## config.mk

```make
export PLATFORM = sky130hd
export DESIGN_NAME = code_conv_sched
export DESIGN_NICKNAME = d
export VERILOG_FILES = /design/src/rtl/code_conv_sched_pkg.sv /design/src/rtl/code_conv_core.sv /design/src/rtl/code_conv_sched.sv
export SDC_FILE = /design/constraint.sdc
export NUM_CORES = 1
export LEC_CHECK = 0
export ABC_AREA = 1
export CAP_MARGIN = 20
export CORE_ASPECT_RATIO = 0.8
export CORE_MARGIN = 2
export CORE_UTILIZATION = 25
export DETAILED_ROUTE_END_ITERATION = 10
export PLACE_DENSITY = 0.44
export SETUP_SLACK_MARGIN = 0.2
export SYNTH_ARGS = -nofsm -noshare
export SYNTH_HDL_FRONTEND = slang
export SYNTH_SLANG_ARGS = --single-unit
```

## constraint.sdc

```tcl
create_clock -name clk -period 2.1 [get_ports clk]
set_input_delay 0.42 -clock clk [delete_from_list [all_inputs] [get_ports clk]]
set_output_delay 0.42 -clock clk [all_outputs]
set_load 0.02 [all_outputs]
```

## src/rtl/code_conv_sched_pkg.sv

```systemverilog
// Shared definitions for the code converter scheduler.
//   - conversion select encodings
//   - code-range limits used to detect illegal BCD / Excess-3 inputs
//   - scheduler FSM state type
package code_conv_sched_pkg;

  localparam logic [1:0] SEL_BIN2GRAY = 2'b00;
  localparam logic [1:0] SEL_BCD2XS3  = 2'b01;
  localparam logic [1:0] SEL_GRAY2BIN = 2'b10;
  localparam logic [1:0] SEL_XS32BCD  = 2'b11;

  localparam logic [3:0] XS3_OFFSET = 4'd3;
  localparam logic [3:0] BCD_MAX    = 4'd9;
  localparam logic [3:0] XS3_MIN    = 4'd3;
  localparam logic [3:0] XS3_MAX    = 4'd12;

  typedef enum logic [1:0] {
    ST_IDLE = 2'd0,
    ST_CONV = 2'd1,
    ST_HOLD = 2'd2
  } state_t;

endpackage

```

## src/rtl/code_conv_core.sv

```systemverilog
// Purely combinational 4-bit code converter.
// Ports:
//   code     in   4  input code
//   sel      in   2  conversion select (see SEL_* in the package)
//   code_out out  4  converted code, zero when the input is illegal
//   err      out  1  input code is illegal for the selected conversion
module code_conv_core
  import code_conv_sched_pkg::*;
(
  input  logic [3:0] code,
  input  logic [1:0] sel,
  output logic [3:0] code_out,
  output logic       err
);

  always_comb begin
    code_out = '0;
    err      = 1'b0;
    case (sel)
      SEL_BIN2GRAY: code_out = {code[3], code[3] ^ code[2], code[2] ^ code[1], code[1] ^ code[0]};
      SEL_BCD2XS3: begin
        if (code <= BCD_MAX) code_out = code + XS3_OFFSET;
        else                 err      = 1'b1;
      end
      // Each binary bit is the XOR of all Gray bits at or above it.
      SEL_GRAY2BIN: code_out = {code[3], ^code[3:2], ^code[3:1], ^code[3:0]};
      SEL_XS32BCD: begin
        if (code >= XS3_MIN && code <= XS3_MAX) code_out = code - XS3_OFFSET;
        else                                    err      = 1'b1;
      end
    endcase
  end

endmodule

```

## src/rtl/code_conv_sched.sv

```systemverilog
// Round-robin scheduler sharing one code converter among NUM_REQ requesters.
// A winner is accepted in IDLE, its operand is converted in CONV, and the
// result is held on a valid/ready output in HOLD until taken downstream.
// Ports:
//   clk, rst_n          clock, asynchronous active-low reset
//   req_valid/req_code/req_sel   per-requester request (4-bit code, 2-bit select)
//   req_ready           one-hot accept strobe, only in IDLE
//   out_valid/out_ready result handshake
//   out_code/out_sel/out_id/out_err   registered result, select, requester, illegal flag
//   err_count           saturating count of delivered results flagged illegal
//   busy                FSM not idle
module code_conv_sched
  import code_conv_sched_pkg::*;
#(
  parameter int NUM_REQ   = 4,
  parameter int ID_W      = 2,
  parameter int ERR_CNT_W = 8
) (
  input  logic                   clk,
  input  logic                   rst_n,
  input  logic [NUM_REQ-1:0]     req_valid,
  input  logic [4*NUM_REQ-1:0]   req_code,
  input  logic [2*NUM_REQ-1:0]   req_sel,
  output logic [NUM_REQ-1:0]     req_ready,
  output logic                   out_valid,
  input  logic                   out_ready,
  output logic [3:0]             out_code,
  output logic [1:0]             out_sel,
  output logic [ID_W-1:0]        out_id,
  output logic                   out_err,
  output logic [ERR_CNT_W-1:0]   err_count,
  output logic                   busy
);

  state_t          state, state_nxt;
  logic [ID_W-1:0] rr_ptr;
  logic [ID_W-1:0] winner;
  logic            found;
  logic            grant;
  logic            xfer;

  logic [3:0]      op_code_p0;
  logic [1:0]      op_sel_p0;
  logic [ID_W-1:0] op_id_p0;

  logic [3:0]      conv_code;
  logic            conv_err;

  function automatic logic [ERR_CNT_W-1:0] sat_inc(input logic [ERR_CNT_W-1:0] cnt,
                                                   input logic               inc);
    if (inc && (cnt != '1)) return cnt + ERR_CNT_W'(1);
    return cnt;
  endfunction

  function automatic logic [ID_W-1:0] ptr_after(input logic [ID_W-1:0] idx);
    if (int'(idx) == NUM_REQ - 1) return '0;
    return idx + ID_W'(1);
  endfunction

  // First valid requester at or after rr_ptr, wrapping around.
  always_comb begin
    found  = 1'b0;
    winner = '0;
    for (int k = 0; k < NUM_REQ; k++) begin
      if (!found && req_valid[(int'(rr_ptr) + k) % NUM_REQ]) begin
        found  = 1'b1;
        winner = ID_W'((int'(rr_ptr) + k) % NUM_REQ);
      end
    end
  end

  assign grant = (state == ST_IDLE) && found;
  assign xfer  = (state == ST_HOLD) && out_valid && out_ready;
  assign busy  = (state != ST_IDLE);

  always_comb begin
    req_ready = '0;
    if (grant) req_ready[winner] = 1'b1;
  end

  always_ff @(posedge clk or negedge rst_n) begin
    if (!rst_n) state <= ST_IDLE;
    else        state <= state_nxt;
  end

  always_comb begin
    state_nxt = state;
    case (state)
      ST_IDLE: if (grant) state_nxt = ST_CONV;
      ST_CONV: state_nxt = ST_HOLD;
      ST_HOLD: if (xfer) state_nxt = ST_IDLE;
      default: state_nxt = ST_IDLE;
    endcase
  end

  // ---- stage p0: operand capture on accept ----
  always_ff @(posedge clk or negedge rst_n) begin
    if (!rst_n) begin
      op_code_p0 <= '0;
      op_sel_p0  <= '0;
      op_id_p0   <= '0;
      rr_ptr     <= '0;
    end else if (grant) begin
      op_code_p0 <= req_code[4*winner +: 4];
      op_sel_p0  <= req_sel[2*winner +: 2];
      op_id_p0   <= winner;
      rr_ptr     <= ptr_after(winner);
    end
  end

  code_conv_core u_core (
    .code     (op_code_p0),
    .sel      (op_sel_p0),
    .code_out (conv_code),
    .err      (conv_err)
  );

  // ---- stage p1: registered result and output handshake ----
  always_ff @(posedge clk or negedge rst_n) begin
    if (!rst_n) begin
      out_valid <= 1'b0;
      out_code  <= '0;
      out_sel   <= '0;
      out_id    <= '0;
      out_err   <= 1'b0;
      err_count <= '0;
    end else if (state == ST_CONV) begin
      out_valid <= 1'b1;
      out_code  <= conv_code;
      out_sel   <= op_sel_p0;
      out_id    <= op_id_p0;
      out_err   <= conv_err;
    end else if (xfer) begin
      out_valid <= 1'b0;
      err_count <= sat_inc(err_count, out_err);
    end
  end

endmodule

```

=== Word level (Yosys, flattened, before mapping) ===
Cells that the tools add are included.

* $add $sub $neg: 7
* Order comparisons: 9
* Equality and inequality tests: 9
* Shift-type cells: 2
* Muxes and demuxes: 41
* Bitwise operators: 7
* Reduce and logical (&&, ||, !) cells: 24

{| class="wikitable"
|+ Operators by type and width
! kind !! number
|-
| 1-bit 2-to-1 mux || 21
|-
| 2-bit 2-to-1 mux || 8
|-
| 4-bit case mux with 4 select lines || 1
|-
| 16-bit by 5-bit indexed part select with 4-bit output || 1
|-
| 3-bit by 4-bit < comparator with 1-bit output (second input constant) || 3
|-
| 4-bit 2-to-1 mux || 3
|-
| 1-bit logical AND || 9
|-
| 8-bit by 1-bit adder with 8-bit output (second input constant) || 1
|-
| 1-bit binary-select mux with 2-bit select || 4
|-
| 4-bit less-or-equal comparator (second input constant) || 2
|-
| 8-bit 2-to-1 mux || 1
|-
| 8-bit != test (second input constant) || 1
|-
| 8-bit by 4-bit indexed part select with 2-bit output || 1
|-
| 2-bit by 1-bit == test with 1-bit output (second input constant) || 3
|-
| 2-bit == test (second input constant) || 3
|-
| 2-bit by 3-bit < comparator with 1-bit output (second input constant) || 2
|-
| 2-bit case mux with 3 select lines || 1
|-
| 2-bit OR reduction || 3
|-
| 2-bit by 1-bit adder with 2-bit output (second input constant) || 2
|-
| 2-bit adder (second input constant) || 2
|-
| 4-bit by 2-bit adder with 4-bit output (second input constant) || 1
|-
| 4-bit by 2-bit >= comparator with 1-bit output (second input constant) || 1
|-
| 2-bit zero test || 2
|-
| 2-bit != test (second input constant) || 2
|-
| other kinds (14) || 21
|}

* Flip-flop bits (word level): 30
* Input port bits: 31
* Output and inout bits: 23
* Logic and storage cells: 110

=== Depth between registers and ports, before layout ===
Gate-level depths: netlist of run 1.

* Depth after elaboration: 19
* Gate-level depth with buffers: 16
* Mapped depth without buffers: 15

=== Hierarchy ===
A second synthesis of run 1 with hierarchy kept.

* Cells, all modules: 316
* Area, all modules: 2287.2 µm²

{| class="wikitable"
|+ By module, submodules not included
! module !! times used !! cells an instance !! area each (µm²) !! seq. area each (µm²)
|-
| code_conv_sched || 1 || 246 || 1870.5 || 750.7
|-
| code_conv_core || 1 || 70 || 416.6 || 0.0
|}

=== Worst setup path before layout of run 1 ===
No wires, ideal clock.

* Kind: register -> output
* From: register rr_ptr[0]
* To: output req_ready[0]
* Arrival time: 1.802 ns
* Data required time: 1.680 ns
* Path slack: -0.122 ns
* Stages on the path, launching flop included: 13
* Buffers on the path: 2
* Cell sequence: dfrtp_1 -> inv_2 -> buf_6 -> nand2_1 -> nand3_1 -> nand2_2 -> nor2_8 -> nand3_4 -> nand3_4 -> buf_12 -> ha_1 -> inv_1 -> nor2_1

* Longest elaborated chain between the ends: 17
* Elaborated cells on any way between the ends: 35
* Those cells by class: add/sub (3); order compare (2); mux (22); reduce/logical (8)

{| class="wikitable"
|+ RTL lines
! what !! RTL line !! text
|-
| start, declared || code_conv_sched.sv:36 || <nowiki>logic [ID_W-1:0] rr_ptr;</nowiki>
|-
| start signal, assigned || code_conv_sched.sv:107 || <nowiki>rr_ptr <= ptr_after(winner);</nowiki>
|-
| 2-bit by 1-bit adder with 2-bit output / 1-bit binary-select mux with 2-bit select (equally long branches) || code_conv_sched.sv:65, code_conv_sched.sv:67 ||
|-
| 1-bit binary-select mux with 2-bit select / 1-bit 2-to-1 mux (equally long branches) || code_conv_sched.sv:65 || <nowiki>if (!found && req_valid[(int'(rr_ptr) + k) % NUM_REQ]) begin</nowiki>
|-
| 1-bit 2-to-1 mux (not written as such) || code_conv_sched.sv:65 ||
|-
| 1-bit 2-to-1 mux (not written as such) / 1-bit zero test (equally long branches) || code_conv_sched.sv:65 ||
|-
| 1-bit logical AND || code_conv_sched.sv:65 ||
|-
| 1-bit 2-to-1 mux || code_conv_sched.sv:65 ||
|-
| 1-bit zero test || code_conv_sched.sv:65 ||
|-
| 1-bit logical AND || code_conv_sched.sv:65 ||
|-
| 1-bit 2-to-1 mux || code_conv_sched.sv:65 ||
|-
| 1-bit zero test || code_conv_sched.sv:65 ||
|-
| 1-bit logical AND || code_conv_sched.sv:65 ||
|-
| 2-bit 2-to-1 mux || code_conv_sched.sv:65 ||
|-
| 2-bit by 3-bit < comparator with 1-bit output (not written as such) / 2-bit by 1-bit >= comparator with 1-bit output (equally long branches) || code_conv_sched.sv:78 || <nowiki>if (grant) req_ready[winner] = 1'b1;</nowiki>
|-
| 1-bit logical AND (not written as such) || code_conv_sched.sv:78 ||
|-
| 1-bit 2-to-1 mux (not written as such) || code_conv_sched.sv:78 ||
|-
| 1-bit demux with 2-bit select || code_conv_sched.sv:78 ||
|-
| 4-bit 2-to-1 mux * || code_conv_sched.sv:78 ||
|-
| end, declared || code_conv_sched.sv:24 || <nowiki>output logic [NUM_REQ-1:0] req_ready,</nowiki>
|}

Mark *: on every way between the ends. The rest lies on a longest branch, timed or not. The select of a mux whose other input is x is not followed.

=== Final worst setup path of run 1 ===
* From: register rr_ptr[0]
* To: output req_ready[2]

Same word-level chain as after synthesis.

==> reports/qor_table.md, run 1 <==
| Result | Value |
| --- | --- |
| Final setup skew | 0.00581 ns |
| Standard-cell row count | 30 |
| Largest net degree at the start of global routing | 31 |
| Total negative slack | -1.58 ns |
| Routed vias | 2199 |
| Height of the die | 88.8 um |
| Count of inserted antenna diode cells | 0 |
| Number of DRC violations after detailed-routing iteration 0 | 64 |
| Synthesis Warnings | 0 |
| Final setup margin | -0.396 ns |
| Worst slew slack as a fraction of its limit | 64.2% |
| Sum of routed wire length over all layers | 6170 um |
| Synthesized netlist cell count | 305 |
| Register bit count reported by yosys | 30 |
| Max Fclk | 401 MHz |
| Peak ir drop on the vdd network | 0.000699 V |
| Number of clock sinks | 30 |
| Worst setup SP type | flip-flop |
| Largest buffer count on any clock path | 2 |
| GRT Residual Overflow | 0 |
| Kind of path behind the tightest hold check | reg -> reg |
| Remaining DRCs | 0 |
| Clock period minus worst slack | 2.50 ns |
| Proportion of layout cells with a drive suffix above 1 | 38.6% |
| Final Cycle Share | 119% |
| Vias/cell | 4.26 |
| Core ar. | 0.00860 mm^2 |
| Die width | 110 um |
| Total of endpoints with negative setup slack in the final report | 9 |
| Syn_area_per_cell | 7.38 um^2 |
| Number of library cell types mapped by synthesis | 33 |
| Clock-pin slew of the registers on the worst-case setup and hold paths | 0.07 ns |
| Total count of max-transition violations in the final report | 0 |
| CP Data Arrival Time | 2.08 ns |
| Global routing usage summed across all routing layers | 13.2% |
| Via count of the first global-routing pass | 2242 |
| Antenna violations before repair | 0 |
| Power density over the cells | 1970 mW/mm^2 |
| Cts-stage hold buffer count | 0 |
| Number of maximum-capacitance constraint violations | 0 |
| Result of the run | finished with violations |
| Hold Violations, Final | 0 |
| Category of the most critical setup path | reg -> out |
| HPWL after DPL | 4470 um |
| Syn_nets | 352 |
| Area enclosed by the die boundary | 0.00978 mm^2 |
| Final GP Congestion | 0.782 |
| Area growth from synthesis to final layout | 66.6% |
| Number of buffer cells added on primary ports | 53 |
| Actual transition at the worst max-transition pin | 0.535 ns |
| Leakage dissipation | 1.81 nW |
| Clock buffers created by TritonCTS | 5 |
| Number of antenna-violating nets in the routed design | 0 |
| Total power | 7.38 mW |
| First-pass GRT wire length | 10200 um |
| Clock tree from TritonCTS | yes |
| Number of filler instances in the final layout | 870 |
| Final nets | 450 |
| Violations in the final reports | setup timing |
| Initial Util | 26.2% |
| RSZ-0062 raised after global routing | yes |
| Cell area after technology mapping | 0.00225 mm^2 |
| Capturing element type of the critical path | output pin |
| Buffer type at the clock tree root | sky130_fd_sc_hd__clkbuf_8 |
| Clock insertion delay at the later pin of the skew report | 0.28 ns |
| Crit path required time | 1.68 ns |
| Share of synthesized area occupied by flip-flops and latches | 33.4% |
| Critical path peak fanout | 6 |
| Ports | 54 |
| Avg WL per Cell | 12.0 um |
| Number of optimization iterations in the first detailed-route pass | 4 |
| H-tree level count | 2 |
critical path: stages, from the launching register on:
cell and delay (ns):
sky130_fd_sc_hd__dfrtp_2 0.45, sky130_fd_sc_hd__clkinv_4 0.11, sky130_fd_sc_hd__buf_6 0.15, sky130_fd_sc_hd__nand2_2 0.05, sky130_fd_sc_hd__nand2_1 0.04, sky130_fd_sc_hd__nand2_1 0.08
sky130_fd_sc_hd__nand2_2 0.08, sky130_fd_sc_hd__nand2_4 0.09, sky130_fd_sc_hd__nand2_4 0.06, sky130_fd_sc_hd__nand2_4 0.07, sky130_fd_sc_hd__nand3_4 0.11, sky130_fd_sc_hd__buf_4 0.17
sky130_fd_sc_hd__ha_4 0.15, sky130_fd_sc_hd__inv_4 0.05, sky130_fd_sc_hd__nor2_4 0.03, sky130_fd_sc_hd__buf_6 0.12
path summary, 6_finish.rpt:
| check | startpoint | slack [ns] | end | cells past startpoint |
|---|---|---|---|---|
| max in group asynchronous | rst_n | 1.26 | rr_ptr[0]$_DFFE_PN0P_ | 2 |
| min | out_sel[1]$_DFFE_PN0P_ | 0.49 | out_sel[1]$_DFFE_PN0P_ | 2 |
| max | rr_ptr[0]$_DFFE_PN0P_ | -0.40 | req_ready[2] | 15 |
| max reg2reg | rr_ptr[0]$_DFFE_PN0P_ | -0.02 | op_code_p0[2]$_DFFE_PN0P_ | 15 |
| min in group asynchronous | rst_n | 0.52 | out_sel[0]$_DFFE_PN0P_ | 2 |
| min reg2reg | out_sel[1]$_DFFE_PN0P_ | 0.49 | out_sel[1]$_DFFE_PN0P_ | 2 |
registers in the layout, indices dropped and copies added (netlist names):
name	flops
op_code_p0	4
out_id	2
state	2
out_err	1
op_id_p0	2
out_sel	2
err_count	8
out_valid	1
op_sel_p0	2
out_code	4
rr_ptr	2
final cells by class:
class                      count  area (um^2)  area share, %
clock inverter                 3         40.0           1.07
sequential                    30          752           20.1
multi-input combinational    229         1630           43.5
tap                          112          140           3.74
clock buffer                   5         68.8           1.84
inverter                      40          174           4.64
timing repair buffer          97          941           25.1
report_power, final:
group          switching, mW  internal [mW]
combinational           3.10           2.65
sequential             0.220          0.837
clock                  0.224          0.349
cells in the mapped netlist (all sizes together):
library cell / n / area, um^2
ha: 16 / 200
o311ai: 1 / 8.76
a31oi: 1 / 6.26
buf: 4 / 47.5
mux2: 1 / 11.3
o21ai: 11 / 58.8
clkbuf: 2 / 7.51
nand3: 29 / 195
o21bai: 1 / 7.51
xnor2: 3 / 26.3
nand2: 123 / 519
o31ai: 1 / 7.51
a22oi: 1 / 7.51
inv: 40 / 150
o2111ai: 1 / 8.76
xor2: 7 / 61.3
nor2: 21 / 113
nand4: 2 / 12.5
a21oi: 8 / 40.0
dfrtp: 30 / 751
nor3: 2 / 10.0
through the flow:
step	cell area, um^2	utilization (%)	setup slack (ns)	cells	hold WS [ns]
after CTS	3440	40.0	-0.372	503	0.497
after global placement	3130	36.4	-0.876	487	0.475
after detailed placement	3130	36.4	-0.895	487	0.481
after global routing	3750	43.6	-0.525	516	0.525
final	3750	43.6	-0.396	516	0.492
after floorplan	2340	-	0.0678	305	0.124
placed cells by master (no fill, tap or decap), types with 3 or more instances in the layout:
| cell type | n |
|---|---|
| sky130_fd_sc_hd__clkdlybuf4s50_1 | 44 |
| sky130_fd_sc_hd__a21oi_2 | 3 |
| sky130_fd_sc_hd__nor2_1 | 12 |
| sky130_fd_sc_hd__nand3_1 | 15 |
| sky130_fd_sc_hd__inv_2 | 4 |
| sky130_fd_sc_hd__clkbuf_8 | 5 |
| sky130_fd_sc_hd__a21oi_1 | 5 |
| sky130_fd_sc_hd__nand3_2 | 8 |
| sky130_fd_sc_hd__nand2_2 | 38 |
| sky130_fd_sc_hd__o21ai_0 | 9 |
| sky130_fd_sc_hd__dlygate4sd2_1 | 5 |
| sky130_fd_sc_hd__ha_1 | 12 |
| sky130_fd_sc_hd__xor2_1 | 7 |
| sky130_fd_sc_hd__buf_6 | 17 |
| sky130_fd_sc_hd__inv_4 | 6 |
| sky130_fd_sc_hd__buf_4 | 28 |
| sky130_fd_sc_hd__ha_4 | 3 |
| sky130_fd_sc_hd__nor2_4 | 8 |
| sky130_fd_sc_hd__nand2_4 | 15 |
| sky130_fd_sc_hd__xnor2_1 | 3 |
| sky130_fd_sc_hd__dfrtp_1 | 29 |
| sky130_fd_sc_hd__inv_1 | 28 |
| sky130_fd_sc_hd__nand3_4 | 6 |
| sky130_fd_sc_hd__nand2_1 | 69 |
cells by family (layout without fill, tap and decap cells):
group	after synthesis	after routing	share of synthesized area, %
AOI/OAI and AO/OA	25	25	6.45
xor gates and xnor gates	10	10	3.89
adders and majority gates	16	16	8.90
buffers and inverters	46	145	9.12
DFF	30	30	33.4
muxes	1	1	0.501
and+or+nand+nor	177	177	37.8
routing by layer:
metal / vias to the layer above / wire, um / GRT usage (%)
met4: 0 / 42 / 2.42
li1: 1147 / - / -
met3: 4 / 220 / 2.36
met2: 40 / 2850 / 20.6
met5: - / 0 / 0
met1: 1008 / 3060 / 19.2
timing repair:
action | CTS | global route
buffers inserted | 8 | 13
resized for setup | 68 | 57
endpoints found under the setup margin | 16 | 19
pin swaps | 14 | 25
No activity file was read; power rests on OpenSTA's default activity.
==> inputs of run 2 (changes only) <==
ABC_AREA = default   (was 1)
PLACE_DENSITY = 0.45   (was 0.44)
==> reports/qor_table.md, run 2 <==
| Result | Value | Delta |
| --- | --- | --- |
| Core ar. | 0.00780 mm^2 | -9.2% |
| Height of the die | 83.6 um | -5.9% |
| Most common flop cell mapped by yosys | sky130_fd_sc_hd__dfrtp_1 |  |
| Leakage dissipation | 1.37 nW | -24% |
| Non-filler cells, final | 401 | -22% |
| Post-synth EDFFs | 0 | unchanged |
| Area enclosed by the die boundary | 0.00866 mm^2 | -11% |
| Area growth from synthesis to final layout | 52.9% |  |
| Largest net degree at the start of global routing | 31 | unchanged |
| Power density over the cells | 1310 mW/mm^2 | -33% |
| Global routing usage summed across all routing layers | 12.0% | -1.2 points |
| Avg WL per Cell | 12.3 um | +2.7% |
| Count of inserted antenna diode cells | 0 | unchanged |
| Sequential share of power | 26.8% | +13 points |
| Clock insertion delay at the later pin of the skew report | 0.27 ns | about the same |
| Number of maximum-capacitance constraint violations | 0 | unchanged |
| RSZ-0062 raised after global routing | yes |  |
| Number of buffer cells added on primary ports | 53 | unchanged |
| GRT Residual Overflow | 0 | unchanged |
| Share of synthesized area occupied by flip-flops and latches | 37.9% | +4.5 points |
| Remaining DRCs | 0 | unchanged |
| Switching power total | 1.61 mW | -55% |
| Final setup margin | -0.0524 ns | +0.344 ns |
| Worst setup SP type | flip-flop |  |
| Final core occ | 38.8% | -4.8 points |
| Non-Filler Cell Area, Final | 0.00303 mm^2 | -19% |
| Final Cycle Share | 102% | -16 points |
| Cell Count Post-Placement | 389 | -20% |
| Kind of path behind the tightest hold check | reg -> reg |  |
| Number of antenna-violating nets in the routed design | 0 | unchanged |
| Largest buffer count on any clock path | 2 | unchanged |
| Capturing element type of the critical path | output pin |  |
| Hold Violations, Final | 0 | unchanged |
| Final nets | 340 | -24% |
| Worst Hold Slack | 0.479 ns | -0.0131 ns |
| Most numerous cell in the Yosys netlist | sky130_fd_sc_hd__dfrtp_1 |  |
| Clock network power share | 14.6% | +6.8 points |
| Commonest cells after routing, fill and taps aside | 44 x sky130_fd_sc_hd__clkdlybuf4s50_1, 29 x sky130_fd_sc_hd__nand2_1, 27 x sky130_fd_sc_hd__buf_4, 26 x sky130_fd_sc_hd__dfrtp_1, 15 x sky130_fd_sc_hd__a21oi_1 |  |
| Flip-flop count of the largest register after layout | 8 | unchanged |
| Worst slew slack as a fraction of its limit | 66.6% | +2.4 points |
| Peak ir drop on the vdd network | 0.000749 V | +7.2% |
| Cts-stage hold buffer count | 0 | unchanged |
| Worst min-delay path startpoint | out_code[3]$_DFFE_PN0P_ |  |
| Proportion of power drawn by combinational gates | 58.6% | -19 points |
| Post-place setup slack | -0.815 ns | +0.0804 ns |
| Sw frac | 40.4% | -7.6 points |
| Largest area contributor in the netlist | sky130_fd_sc_hd__dfrtp_1 |  |
| Routed vias | 1764 | -20% |
| Commonest cells in the netlist | 30 x sky130_fd_sc_hd__dfrtp_1, 29 x sky130_fd_sc_hd__nand2_1, 16 x sky130_fd_sc_hd__ha_1, 15 x sky130_fd_sc_hd__a21oi_1, 14 x sky130_fd_sc_hd__nor2_1 |  |
| Via count of the first global-routing pass | 1822 | -19% |
| Antenna violations before repair | 0 | unchanged |
| Syn_nets | 257 | -27% |
| Clock period minus worst slack | 2.15 ns | -0.344 ns |
| Kind of cell adding the most delay to the critical path | flip-flops |  |
| Max Fclk | 465 MHz | +16% |
| Standard-cell row count | 29 | -3.3% |
| Regs by FF count | err_count x8, op_code_p0 x4, out_code x4 |  |
| Die width | 104 um | -5.9% |
| Cell Chain, Critical Path | mux2i_4 -> o2bb2ai_4 -> nor2_8 -> inv_2 -> ha_2 -> and2_4 -> buf_6 |  |
| Total count of max-transition violations in the final report | 0 | unchanged |
| Share of synthesized flip-flops with an asynchronous set or reset | 100% | unchanged |
| Total of endpoints with negative setup slack in the final report | 4 | -5 |
| First-pass GRT wire length | 8570 um | -16% |
| Initial Util | 25.4% | -0.77 points |
| Synthesis Warnings | 0 | unchanged |
| Buffer type at the clock tree root | sky130_fd_sc_hd__clkbuf_8 |  |
| Number of optimization iterations in the first detailed-route pass | 4 | unchanged |
| P_int | 2.37 mW | -38% |
| Number of library cell types mapped by synthesis | 41 | +24% |
| Clock tree from TritonCTS | yes |  |
| Clock buffers created by TritonCTS | 5 | unchanged |
| Top reg by flops | err_count |  |
| Proportion of layout cells with a drive suffix above 1 | 24.9% | -14 points |
| Total power | 3.98 mW | -46% |
| H-tree level count | 2 | unchanged |
| Violations in the final reports | setup timing |  |
| Final setup skew | 0.00487 ns | -0.000937 ns |
| Number of filler instances in the final layout | 792 | -9.0% |
| Register bit count reported by yosys | 30 | unchanged |
| Number of DRC violations after detailed-routing iteration 0 | 66 | +3.1% |
| Clock-pin slew of the registers on the worst-case setup and hold paths | 0.06 ns | about the same |
| Result of the run | finished with violations |  |
| Number of clock sinks | 30 | unchanged |
| Crit path max-delay cell type | sky130_fd_sc_hd__dfrtp_2 |  |
| Worst setup path startpoint | rr_ptr[1]$_DFFE_PN0P_ |  |
| Cell area after technology mapping | 0.00198 mm^2 | -12% |
| Crit path required time | 1.68 ns | about the same |
| Most frequent standard cell in the layout excluding fill and tap cells | sky130_fd_sc_hd__clkdlybuf4s50_1 |  |
| Most area-consuming cells after synthesis | sky130_fd_sc_hd__dfrtp_1 38%, sky130_fd_sc_hd__ha_1 10%, sky130_fd_sc_hd__nand2_1 5.5% |  |
| Final GP Congestion | 0.796 | +1.7% |
| Category of the most critical setup path | reg -> out |  |
| Worst reg-to-reg setup slack | 0.12 ns | +0.14 ns |
| HPWL after DPL | 3870 um | -13% |
| Number of buffers and inverters on the critical path | 2 | -3 |
| Vias/cell | 4.40 | +3.2% |
| Synthesized netlist cell count | 210 | -31% |
| Worst stage delay on the critical path | 0.47 ns | +0.02 ns |
| Critical path peak fanout | 6 | unchanged |
| Proportion of netlist area held by the largest area contributor | 37.9% | +4.5 points |
| Actual transition at the worst max-transition pin | 0.488 ns | -0.0469 ns |
| Ports | 54 | unchanged |
| Total negative slack | -0.170 ns | +1.41 ns |
| Reg2reg start | rr_ptr[1]$_DFFE_PN0P_ |  |
| Sum of routed wire length over all layers | 4930 um | -20% |
| Syn_area_per_cell | 9.44 um^2 | +28% |
| CP Data Arrival Time | 1.73 ns | -0.35 ns |
| Instance area after placement | 0.00280 mm^2 | -11% |
## run 2: timing repair
action | 4_1_cts | 5_1_grt
setup buffers | 2 | 3
endpoints found under the hold margin | 0 | 0
setup endpoints to repair | 11 | 16
resized for setup | 43 | 9
pin swaps | 7 | 7
## run 2: area by class of cell
| cell class | instances | area [um^2] | share of cell area [%] |
|---|---|---|---|
| Multi-Input combinational cell | 165 | 1240 | 41.0 |
| Sequential cell | 30 | 756 | 24.9 |
| Inverter | 10 | 37.5 | 1.24 |
| Tap cell | 108 | 135 | 4.46 |
| Clock buffer | 6 | 82.6 | 2.73 |
| Timing Repair Buffer | 81 | 747 | 24.6 |
| Clock inverter | 1 | 30.0 | 0.991 |
## run 2: cells by family after synthesis
| kind of cell | after synthesis | share of synthesized area, % |
|---|---|---|
| AO/OA/AOI/OAI | 55 | 20.4 |
| XOR/XNOR | 9 | 3.98 |
| adder cells (fa/ha/maj) | 16 | 10.1 |
| buffers and inverters | 15 | 2.84 |
| flip-flops | 30 | 37.9 |
| multiplexers | 8 | 5.81 |
| AND/OR/NAND/NOR | 77 | 19.0 |
## run 2: worst paths after layout
check / to / cells past startpoint
setup reg to reg: op_code_p0[0]$_DFFE_PN0P_ / 7
hold reg to reg: out_code[3]$_DFFE_PN0P_ / 2
hold / removal: out_code[3]$_DFFE_PN0P_ / 2
setup / recovery: req_ready[2] / 7
min in group asynchronous: err_count[3]$_DFFE_PN0P_ / 2
max in group asynchronous: op_code_p0[3]$_DFFE_PN0P_ / 2
## run 2: routing by layer
metal,part of all wire (%),vias to the layer above,GRT usage [%]
li1,-,909,-
met1,50,796,16.9
met2,43,54,17.6
met3,6.4,5,4.06
met4,0.85,0,3.07
met5,0,-,0
## run 2: tightest hold or removal path, cell delays in order, from the launching register on
cell                      delay [ns]
sky130_fd_sc_hd__dfrtp_1        0.34
sky130_fd_sc_hd__nand2_1        0.04
sky130_fd_sc_hd__o21ai_0        0.06
## run 2: power groups by stage
stage,Sequential (mW),Clock (mW),Combinational (mW)
finish,1.07,0.582,2.33
global placement,1.05,0,2.19
global route,1.11,0.637,2.59
CTS,1.05,0.604,2.28
floorplan,1.11,0,1.26
detailed placement,1.05,0,2.19
==> inputs of run 3 (changes only) <==
DONT_BUFFER_PORTS = 1   (was default)
PLACE_DENSITY = 0.36   (was 0.45)
SETUP_SLACK_MARGIN = default   (was 0.2)
==> reports/qor_table.md, run 3 (synthesized netlist as in run 2, its figures left out) <==
| Result | Value | Delta |
| --- | --- | --- |
| Number of optimization iterations in the first detailed-route pass | 4 | unchanged |
| Total power | 3.59 mW | -9.9% |
| Critical path peak fanout | 6 | unchanged |
| Largest buffer count on any clock path | 2 | unchanged |
| Buffer type at the clock tree root | sky130_fd_sc_hd__clkbuf_8 |  |
| Number of antenna-violating nets in the routed design | 0 | unchanged |
| Crit path required time | 1.68 ns | about the same |
| Kind of path behind the tightest hold check | in -> reg |  |
| Result of the run | complete, no violations |  |
| Die width | 104 um | unchanged |
| Final setup margin | 0.0391 ns | +0.0915 ns |
| Worst setup SP type | flip-flop |  |
| Hold Violations, Final | 0 | unchanged |
| Register area | 753 um^2 | -0.33% |
| Worst Hold Slack | 0.390 ns | -0.0885 ns |
| Antenna violations before repair | 0 | unchanged |
| Commonest cells after routing, fill and taps aside | 29 x sky130_fd_sc_hd__nand2_1, 28 x sky130_fd_sc_hd__dfrtp_1, 18 x sky130_fd_sc_hd__buf_4, 15 x sky130_fd_sc_hd__a21oi_1, 14 x sky130_fd_sc_hd__ha_1 |  |
| Initial Util | 25.4% | unchanged |
| Flip-flop count of the largest register after layout | 8 | unchanged |
| Capturing element type of the critical path | output pin |  |
| Power density over the cells | 1470 mW/mm^2 | +12% |
| Final Cycle Share | 98.1% | -4.4 points |
| Core ar. | 0.00780 mm^2 | unchanged |
| Peak ir drop on the vdd network | 0.000446 V | -40% |
| Actual transition at the worst max-transition pin | 0.487 ns | -0.00141 ns |
| H-tree level count | 2 | unchanged |
| Clock-pin slew of the registers on the worst-case setup and hold paths | 0.07 ns | about the same |
| Final GP Congestion | 0.764 | -3.9% |
| Area enclosed by the die boundary | 0.00866 mm^2 | unchanged |
| Clock buffers created by TritonCTS | 5 | unchanged |
| Leakage dissipation | 1.12 nW | -19% |
| Worst slew slack as a fraction of its limit | 67.4% | +0.81 points |
| Max Fclk | 485 MHz | +4.4% |
| Clock period minus worst slack | 2.06 ns | -0.0915 ns |
| Footprint of the multi-input gates | 0.00124 mm^2 | -0.30% |
| Largest net degree at the start of global routing | 31 | unchanged |
| CP Data Arrival Time | 1.64 ns | -0.09 ns |
| GRT Residual Overflow | 0 | unchanged |
| First-pass GRT wire length | 8900 um | +3.9% |
| Clock tree from TritonCTS | yes |  |
| Proportion of layout cells with a drive suffix above 1 | 24.0% | -0.88 points |
| Global routing usage summed across all routing layers | 12.9% | +0.86 points |
| Area growth from synthesis to final layout | 23.2% |  |
| Via count of the first global-routing pass | 1692 | -7.1% |
| Regs by FF count | err_count x8, op_code_p0 x4, out_code x4 |  |
| Top reg by flops | err_count |  |
| Most frequent standard cell in the layout excluding fill and tap cells | sky130_fd_sc_hd__nand2_1 |  |
| Total count of max-transition violations in the final report | 0 | unchanged |
| Height of the die | 83.6 um | unchanged |
| Total negative slack | 0 ns | +0.170 ns |
| HPWL after DPL | 3870 um | +0.15% |
| Vias/cell | 4.61 | +4.9% |
| Clock insertion delay at the later pin of the skew report | 0.28 ns | about the same |
| Cells on worst reg2reg path | 6 | -1 |
| Ports | 54 | unchanged |
| Remaining DRCs | 0 | unchanged |
| Final setup skew | 0.00744 ns | +0.00257 ns |
| Number of clock sinks | 30 | unchanged |
| Number of maximum-capacitance constraint violations | 0 | unchanged |
| Number of buffer cells added on primary ports | 0 | -100% |
| Cell count of the worst hold path | 3 | +1 |
| Total of endpoints with negative setup slack in the final report | 0 | -4 |
| Avg WL per Cell | 14.9 um | +22% |
| Final nets | 279 | -18% |
| Routed vias | 1573 | -11% |
| Count of inserted antenna diode cells | 0 | unchanged |
| Standard-cell row count | 29 | unchanged |
| Post-place setup slack | 0.112 ns | +0.927 ns |
| Category of the most critical setup path | reg -> out |  |
| Sum of routed wire length over all layers | 5090 um | +3.4% |
| Number of DRC violations after detailed-routing iteration 0 | 45 | -32% |
| RSZ-0062 raised after global routing | yes |  |
| Number of filler instances in the final layout | 824 | +4.0% |
## run 3: changes by cell type in the layout (fill, tap and decap cells not counted), sizes merged, moves of 2 or more
| cell | before | now |
|---|---|---|
| buf | 32 | 19 |
| clkbuf | 6 | 8 |
| clkdlybuf4s50 | 44 | 0 |
| dlygate4sd2 | 4 | 0 |
## run 3: where the power goes
part | switching, mW | leakage [nW] | internal, mW
combinational | 0.978 | 0.676 | 0.869
clock | 0.221 | 0.0575 | 0.331
sequential | 0.383 | 0.381 | 0.803
total | 1.58 | 1.12 | 2.00
## run 3: final timing paths
path / from / endpoint / slack, ns
worst max-delay path: rr_ptr[1]$_DFFE_PN0P_ / req_ready[2] / 0.04
worst min-delay path: out_ready / out_valid$_DFFE_PN0P_ / 0.39
worst max register to register: rr_ptr[1]$_DFFE_PN0P_ / op_code_p0[1]$_DFFE_PN0P_ / 0.16
worst min register to register: op_id_p0[1]$_DFFE_PN0P_ / out_id[1]$_DFFE_PN0P_ / 0.48
max in group asynchronous: rst_n / rr_ptr[1]$_DFFE_PN0P_ / 1.33
min in group asynchronous: rst_n / err_count[3]$_DFFE_PN0P_ / 0.59
## run 3: critical path, stage by stage (launching register included)
cell and delay [ns]:
sky130_fd_sc_hd__dfrtp_2 0.47, sky130_fd_sc_hd__buf_4 0.16, sky130_fd_sc_hd__a211oi_2 0.21, sky130_fd_sc_hd__nor2_2 0.09, sky130_fd_sc_hd__buf_4 0.15, sky130_fd_sc_hd__ha_4 0.14
sky130_fd_sc_hd__and2_4 0.15
## run 3: what timing repair did
item / 4_1_cts / 5_1_grt
pin swaps: 5 / 5
hold buffers: 2 / 0
setup buffers: 5 / 2
gates resized for setup: 15 / 7
hold endpoints to repair: 30 / 0
setup endpoints to repair: 4 / 4
## run 3: layout make-up
cell class | count | area share [%]
Sequential cell | 30 | 30.8
Tap cell | 108 | 5.53
Clock buffer | 8 | 4.51
Inverter | 10 | 1.64
Timing Repair Buffer | 20 | 6.76
Multi-Input combinational cell | 165 | 50.7
## run 3: stage by stage
stage	instance area (um^2)	utilization (%)	cells
floorplan	1980	-	210
global placement	2180	28.0	324
detailed placement	2180	28.0	324
CTS	2400	30.7	339
global route	2440	31.3	341
finish	2440	31.3	341
## run 3: per-layer routing
layer / vias to the layer above / track usage (%) / routed length (um)
met4: 0 / 4.05 / 53
met3: 5 / 3.75 / 266
met5: - / 0 / 0
met2: 23 / 19.8 / 2220
met1: 757 / 17.5 / 2550
li1: 788 / - / -
